### config.mk
export PLATFORM = sky130hd
export DESIGN_NAME = if_prefetch_queue
export DESIGN_NICKNAME = d
export VERILOG_FILES = /design/src/rtl/if_prefetch_queue.sv
export SDC_FILE = /design/constraint.sdc
export NUM_CORES = 1
export LEC_CHECK = 0
export ABC_AREA = 1
export CAP_MARGIN = 10
export CORE_UTILIZATION = 60
export DETAILED_ROUTE_END_ITERATION = 7
export PLACE_DENSITY = 0.85
export SETUP_SLACK_MARGIN = 0.5
export SLEW_MARGIN = 5
export SYNTH_ARGS = -nofsm -noshare
export SYNTH_HDL_FRONTEND = slang
export SYNTH_SLANG_ARGS = --single-unit
### constraint.sdc
create_clock -name clk -period 3.29 [get_ports clk]
set_clock_uncertainty 0.15 [all_clocks]
set_input_delay 0.658 -clock clk [delete_from_list [all_inputs] [get_ports clk]]
set_output_delay 0.658 -clock clk [all_outputs]
set_load 0.03 [all_outputs]
### src/rtl/if_prefetch_queue.sv
// if_prefetch_queue: AHB-Lite instruction prefetcher feeding a DEPTH-entry
// circular queue.
//
// Address phases issue back-to-back while there is room for the word and for
// the outstanding data phase. A redirect flushes the queue and marks any data
// phase still on the bus as drop.
//
// Optional feature: define IF_PREFETCH_FAULT_EN to add the out_fault output.
// With it, each entry records i_hresp, and a faulting word stops fetch until
// the next redirect.
module if_prefetch_queue #(
   parameter int                  PC_WIDTH = 32,
   parameter int                  DEPTH    = 4,
   parameter logic [PC_WIDTH-1:0] RST_ADDR = '0
) (
   input  logic                clk,
   input  logic                rst_n,
   input  logic                redirect_valid,
   input  logic [PC_WIDTH-1:0] redirect_pc,
   input  logic                d_itcm,
   output logic [PC_WIDTH-1:0] i_haddr,
   output logic [1:0]          i_htrans,
   output logic [2:0]          i_hsize,
   output logic [2:0]          i_hburst,
   output logic [3:0]          i_hprot,
   output logic                i_hsel,
   input  logic                i_hready,
   input  logic                i_hresp,
   input  logic [31:0]         i_hrdata,
`ifdef IF_PREFETCH_FAULT_EN
   output logic                out_fault,
`endif
   output logic                out_valid,
   output logic [31:0]         out_instr,
   output logic [PC_WIDTH-1:0] out_pc,
   input  logic                out_ready
);

   localparam int              AW      = $clog2(DEPTH);
   localparam logic [AW:0]     DEPTH_C = (AW+1)'(DEPTH);

   typedef enum logic [1:0] {BOOT, RUN, WAIT_ITCM} state_t;

   state_t              state;
   logic [PC_WIDTH-1:0] fetch_pc;
   logic [PC_WIDTH-1:0] data_pc;
   logic                inflight;
   logic                drop;
   logic [AW-1:0]       rd_ptr;
   logic [AW-1:0]       wr_ptr;
   logic [AW:0]         count;
   logic [AW:0]         occupancy;
   logic [31:0]         instr_mem [DEPTH];
   logic [PC_WIDTH-1:0] pc_mem    [DEPTH];
   logic                halt;
   logic                issue;
   logic                complete;
   logic                push;
   logic                pop;

   // The outstanding data phase reserves a slot, so the queue never overflows.
   assign occupancy = count + {{AW{1'b0}}, inflight};
   assign issue     = (state == RUN) & i_hready & ~d_itcm & ~redirect_valid & ~halt
                      & (occupancy < DEPTH_C);
   assign complete  = inflight & i_hready;
   assign push      = complete & ~drop & ~redirect_valid;
   assign pop       = out_valid & out_ready & ~redirect_valid;

   assign i_haddr   = fetch_pc;
   assign i_htrans  = issue ? 2'b10 : 2'b00;
   assign i_hsize   = 3'b010;
   assign i_hburst  = 3'b000;
   assign i_hprot   = 4'b0011;
   assign i_hsel    = ~d_itcm;
   assign out_valid = (count != '0);
   assign out_instr = instr_mem[rd_ptr];
   assign out_pc    = pc_mem[rd_ptr];

   // Control FSM: a single idle cycle after reset, then follow the ITCM arbitration.
   always_ff @(posedge clk or negedge rst_n) begin
      if (!rst_n) begin
         state <= BOOT;
      end else begin
         case (state)
            BOOT:      state <= RUN;
            RUN:       if (d_itcm) state <= WAIT_ITCM;
            WAIT_ITCM: if (!d_itcm) state <= RUN;
            default:   state <= BOOT;
         endcase
      end
   end

   // Fetch address and bookkeeping for the single outstanding data phase.
   always_ff @(posedge clk or negedge rst_n) begin
      if (!rst_n) begin
         fetch_pc <= RST_ADDR;
         data_pc  <= '0;
         inflight <= 1'b0;
         drop     <= 1'b0;
      end else begin
         if (redirect_valid)  fetch_pc <= redirect_pc;
         else if (issue)      fetch_pc <= fetch_pc + PC_WIDTH'(4);
         if (issue) begin
            inflight <= 1'b1;
            data_pc  <= fetch_pc;
            drop     <= 1'b0;
         end else if (complete) begin
            inflight <= 1'b0;
            drop     <= 1'b0;
         end
         // A phase still waiting when the redirect lands returns stale data.
         if (redirect_valid && inflight && !i_hready) drop <= 1'b1;
      end
   end

   // Circular queue storage and pointers; a redirect empties it outright.
   always_ff @(posedge clk or negedge rst_n) begin
      if (!rst_n) begin
         rd_ptr <= '0;
         wr_ptr <= '0;
         count  <= '0;
         for (int i = 0; i < DEPTH; i++) begin
            instr_mem[i] <= '0;
            pc_mem[i]    <= '0;
         end
      end else if (redirect_valid) begin
         rd_ptr <= '0;
         wr_ptr <= '0;
         count  <= '0;
      end else begin
         if (push) begin
            instr_mem[wr_ptr] <= i_hrdata;
            pc_mem[wr_ptr]    <= data_pc;
            wr_ptr            <= wr_ptr + AW'(1);
         end
         if (pop) rd_ptr <= rd_ptr + AW'(1);
         if (push && !pop)      count <= count + (AW+1)'(1);
         else if (pop && !push) count <= count - (AW+1)'(1);
      end
   end

`ifdef IF_PREFETCH_FAULT_EN
   logic [DEPTH-1:0] fault_mem;

   // Per-entry bus error flag; the first faulting word halts fetch until a redirect.
   always_ff @(posedge clk or negedge rst_n) begin
      if (!rst_n) begin
         halt      <= 1'b0;
         fault_mem <= '0;
      end else if (redirect_valid) begin
         halt <= 1'b0;
      end else if (push) begin
         fault_mem[wr_ptr] <= i_hresp;
         if (i_hresp) halt <= 1'b1;
      end
   end

   assign out_fault = out_valid & fault_mem[rd_ptr];
`else
   logic unused_hresp;

   assign halt         = 1'b0;
   assign unused_hresp = i_hresp;
`endif

endmodule

==> flow_summary.ini <==
[final_layout]
final_common_cell = nand2_1
area_growth_pct = 22.6
n_antenna_cell = 0
layout_common_cells = nand2_1, dfrtp_1, o21ai_1, nor2_1, o21ai_0
layout-drive-gt1-share_pct = 10.4
finalNetCount = 2062

[power_and_ir_drop]
p_leak_nw = 8.82
internal_power_mw = 9.11
vdd_drop_max_mv = 0.447
combPwrFrac_pct = 37.6
powerDensity_nw_per_um2 = 805
switching_share_pct = 38.7
p_switching_mw = 5.75
clkPwrFrac_pct = 27.4
pwr-share-seq_pct = 35.0

[placement]
port_buffers = 168
place.gp.congestion = 0.865
place_hpwl_um = 23300
place_ws_ps = 387

[timing]
worst_slack_ps = 463
min_period_ps = 2830
rsz0062_at_grt = true
clock.fmax_ghz = 0.354
finalMaxSlewViolations = 0
finalHoldViolCount = 0
setup_viol = 0
slew_headroom_pct = 41.9
fin_tns_setup_ps = 0
finalCritPeriodShare_pct = 85.9
worst_pin_slew_ps = 871

[setup_path]
crit_path_max_fanout = 7
critPathKind = reg2out
end_kind = output pin
crit_chain = buf_4 -> buf_4 -> clkbuf_16 -> o21ai_0 -> o22ai_1 -> buf_2
start_kind = flop
cp_common_cell = buf_4
slowest_stage = dfrtp_4
cp_data_required_time_ps = 2480
crit_path_max_incr_delay_ps = 560
cp.arrival_ps = 2020

[drt]
drc = 0
dr.pass1.iters = 7
wl_per_cell_um = 17.3
viasPerCell = 5.81
antenna_left = 0
routed_wl_um = 40400
via_count = 13600
drtIter0Drc = 1570

[hold_path]
holdCritPathClass = reg2reg

[yosys]
synthDistinctLibCells = 28
ys_warn_count = 0
synth.area.top_cells = dfrtp_1, nand2_1, o21ai_1, o21ai_0, nor2_1
ys_seq_area_share_pct = 55.0
synthAdderAreaFrac_pct = 0.549
synth_compound_area_share_pct = 17.2
synth-simple-area-share_pct = 19.6
netlist_instances = 1850
synth_xor_area_share_pct = 0.349
yosysTopAreaCell = dfrtp_1
synth_area_per_cell_um2 = 8.13
synth_top_family_by_area = simple AND/OR/NAND/NOR gates
synth.area.mux_share_pct = 0
synth_area_um2 = 15000
synth.top_cell.area_share_pct = 55.0
ys_ff_latch = 331

[global_routing]
grt_util_all_layers_pct = 30.8
grt_pass1_wl_um = 64100
overflow = 0
grt_max_degree = 90
grt_antenna_before_repair = 0
grt_pass1_vias = 12900

[floorplanning]
start_util_pct = 61.5
rows = 57
dieWidth_um = 160
core-area_um2 = 24500
ioPinCount = 181
dieArea_um2 = 25700
die_h_um = 160

[cts]
htreeDepth = 2
tritoncts = built
clkTransAtPathRegs_ps = 60
numCtsBuffers = 36
cts_buffer_depth = 3
cts.sinks = 331
insertion_delay_ps = 530
cts_root_buffer = clkbuf_16

[outcome]
status = finished, final reports clean

[flow_run]
max_cap_viol_count = 0
==> synth_stat cells, drive strengths merged <==
| library cell | n |
|---|---|
| xnor2 | 1 |
| buf | 84 |
| xor2 | 5 |
| nand4 | 4 |
| or2 | 1 |
| nand2 | 491 |
| o22ai | 64 |
| conb | 2 |
| o21bai | 1 |
| fa | 1 |
| dfrtp | 331 |
| a21oi | 5 |
| nand3 | 68 |
| clkinv | 1 |
| clkbuf | 43 |
| o31ai | 1 |
| nand3b | 2 |
| inv | 125 |
| nor3 | 2 |
| o21ai | 430 |
| nor2 | 183 |
| ha | 5 |
==> flip-flops by register name (all words and copies together) (netlist names) <==
name / flops
instr_mem: 128
pc_mem: 128
data_pc: 32
i_haddr: 32
count: 3
rd_ptr: 2
state: 2
wr_ptr: 2
drop: 1
inflight: 1
==> power by group through the flow <==
stage | Combinational [mW] | Sequential (mW) | Clock, mW
final | 5.59 | 5.20 | 4.07
after global routing | 6.00 | 5.27 | 4.27
after CTS | 5.33 | 5.18 | 4.10
after detailed placement | 5.28 | 5.23 | 0
after global placement | 5.17 | 5.21 | 0
after floorplan | 3.24 | 5.19 | 0
==> layer usage <==
metal  GRT usage [%]  vias up  share of wire (%)
met4            13.7        0                4.3
met2            49.6      689                 48
met3            4.16      120                7.9
met1            42.1     6457                 40
met5               0        -                  0
li1                -     6307                  -
==> logic make-up after synthesis <==
group,Yosys count
fa+ha+maj,6
flops,331
buf+inv,253
simple gates,751
compound gates,501
other cells,2
xor+xnor,6
==> path summary, 6_finish.rpt <==
check                                          start                    endpoint  cells past startpoint  slack [ps]
min reg2reg                instr_mem[39]$_DFFE_PN0P_   instr_mem[39]$_DFFE_PN0P_                      2         340
max reg2reg                     inflight$_DFFE_PN0P_  instr_mem[118]$_DFFE_PN0P_                      7        1130
max in group asynchronous                      rst_n     i_haddr[19]$_DFFE_PN0P_                      3        1570
min in group asynchronous                      rst_n    instr_mem[9]$_DFFE_PN0P_                      2         510
min                        instr_mem[39]$_DFFE_PN0P_   instr_mem[39]$_DFFE_PN0P_                      2         340
max                            rd_ptr[0]$_DFFE_PN0P_               out_instr[31]                      6         460
==> layout make-up <==
class                   instances  area [µm²]
clock buffers                  46        1010
inverters                     126         490
fillers                      1669        6020
flip-flops and latches        331        8290
clock inverters                19         189
repair buffers                215        2200
multi-input cells            1275        5860
well taps                     324         405
==> metrics by stage <==
| step | power, mW | hold WS [ps] | area (µm²) | util, % | std cells |
|---|---|---|---|---|---|
| after CTS | 14.6 | 337 | 18300 | 74.8 | 2329 |
| after detailed placement | 10.5 | 323 | 16900 | 69.3 | 2257 |
| after floorplan | 8.43 | 212 | 15100 | - | 1859 |
| final | 14.9 | 336 | 18400 | 75.4 | 2336 |
| after global routing | 15.5 | 345 | 18400 | 75.4 | 2336 |
| after global placement | 10.4 | 316 | 16900 | 69.3 | 2257 |
==> worst max-delay path: cells and delay by family (launching register included) <==
family          cells  cell delay [ps]
compound gates      2              270
buf+inv             4              650
flops               1              560
==> what timing repair did <==
item	4_1_cts	5_1_grt
endpoints found under the hold margin	63	0
gates resized for setup	180	92
hold buffers	1	0
buffers inserted	3	3
pin swaps	6	6
setup endpoints to repair	60	52
gates cloned	3	4
Note: power is estimated with default switching activity, not from simulation.
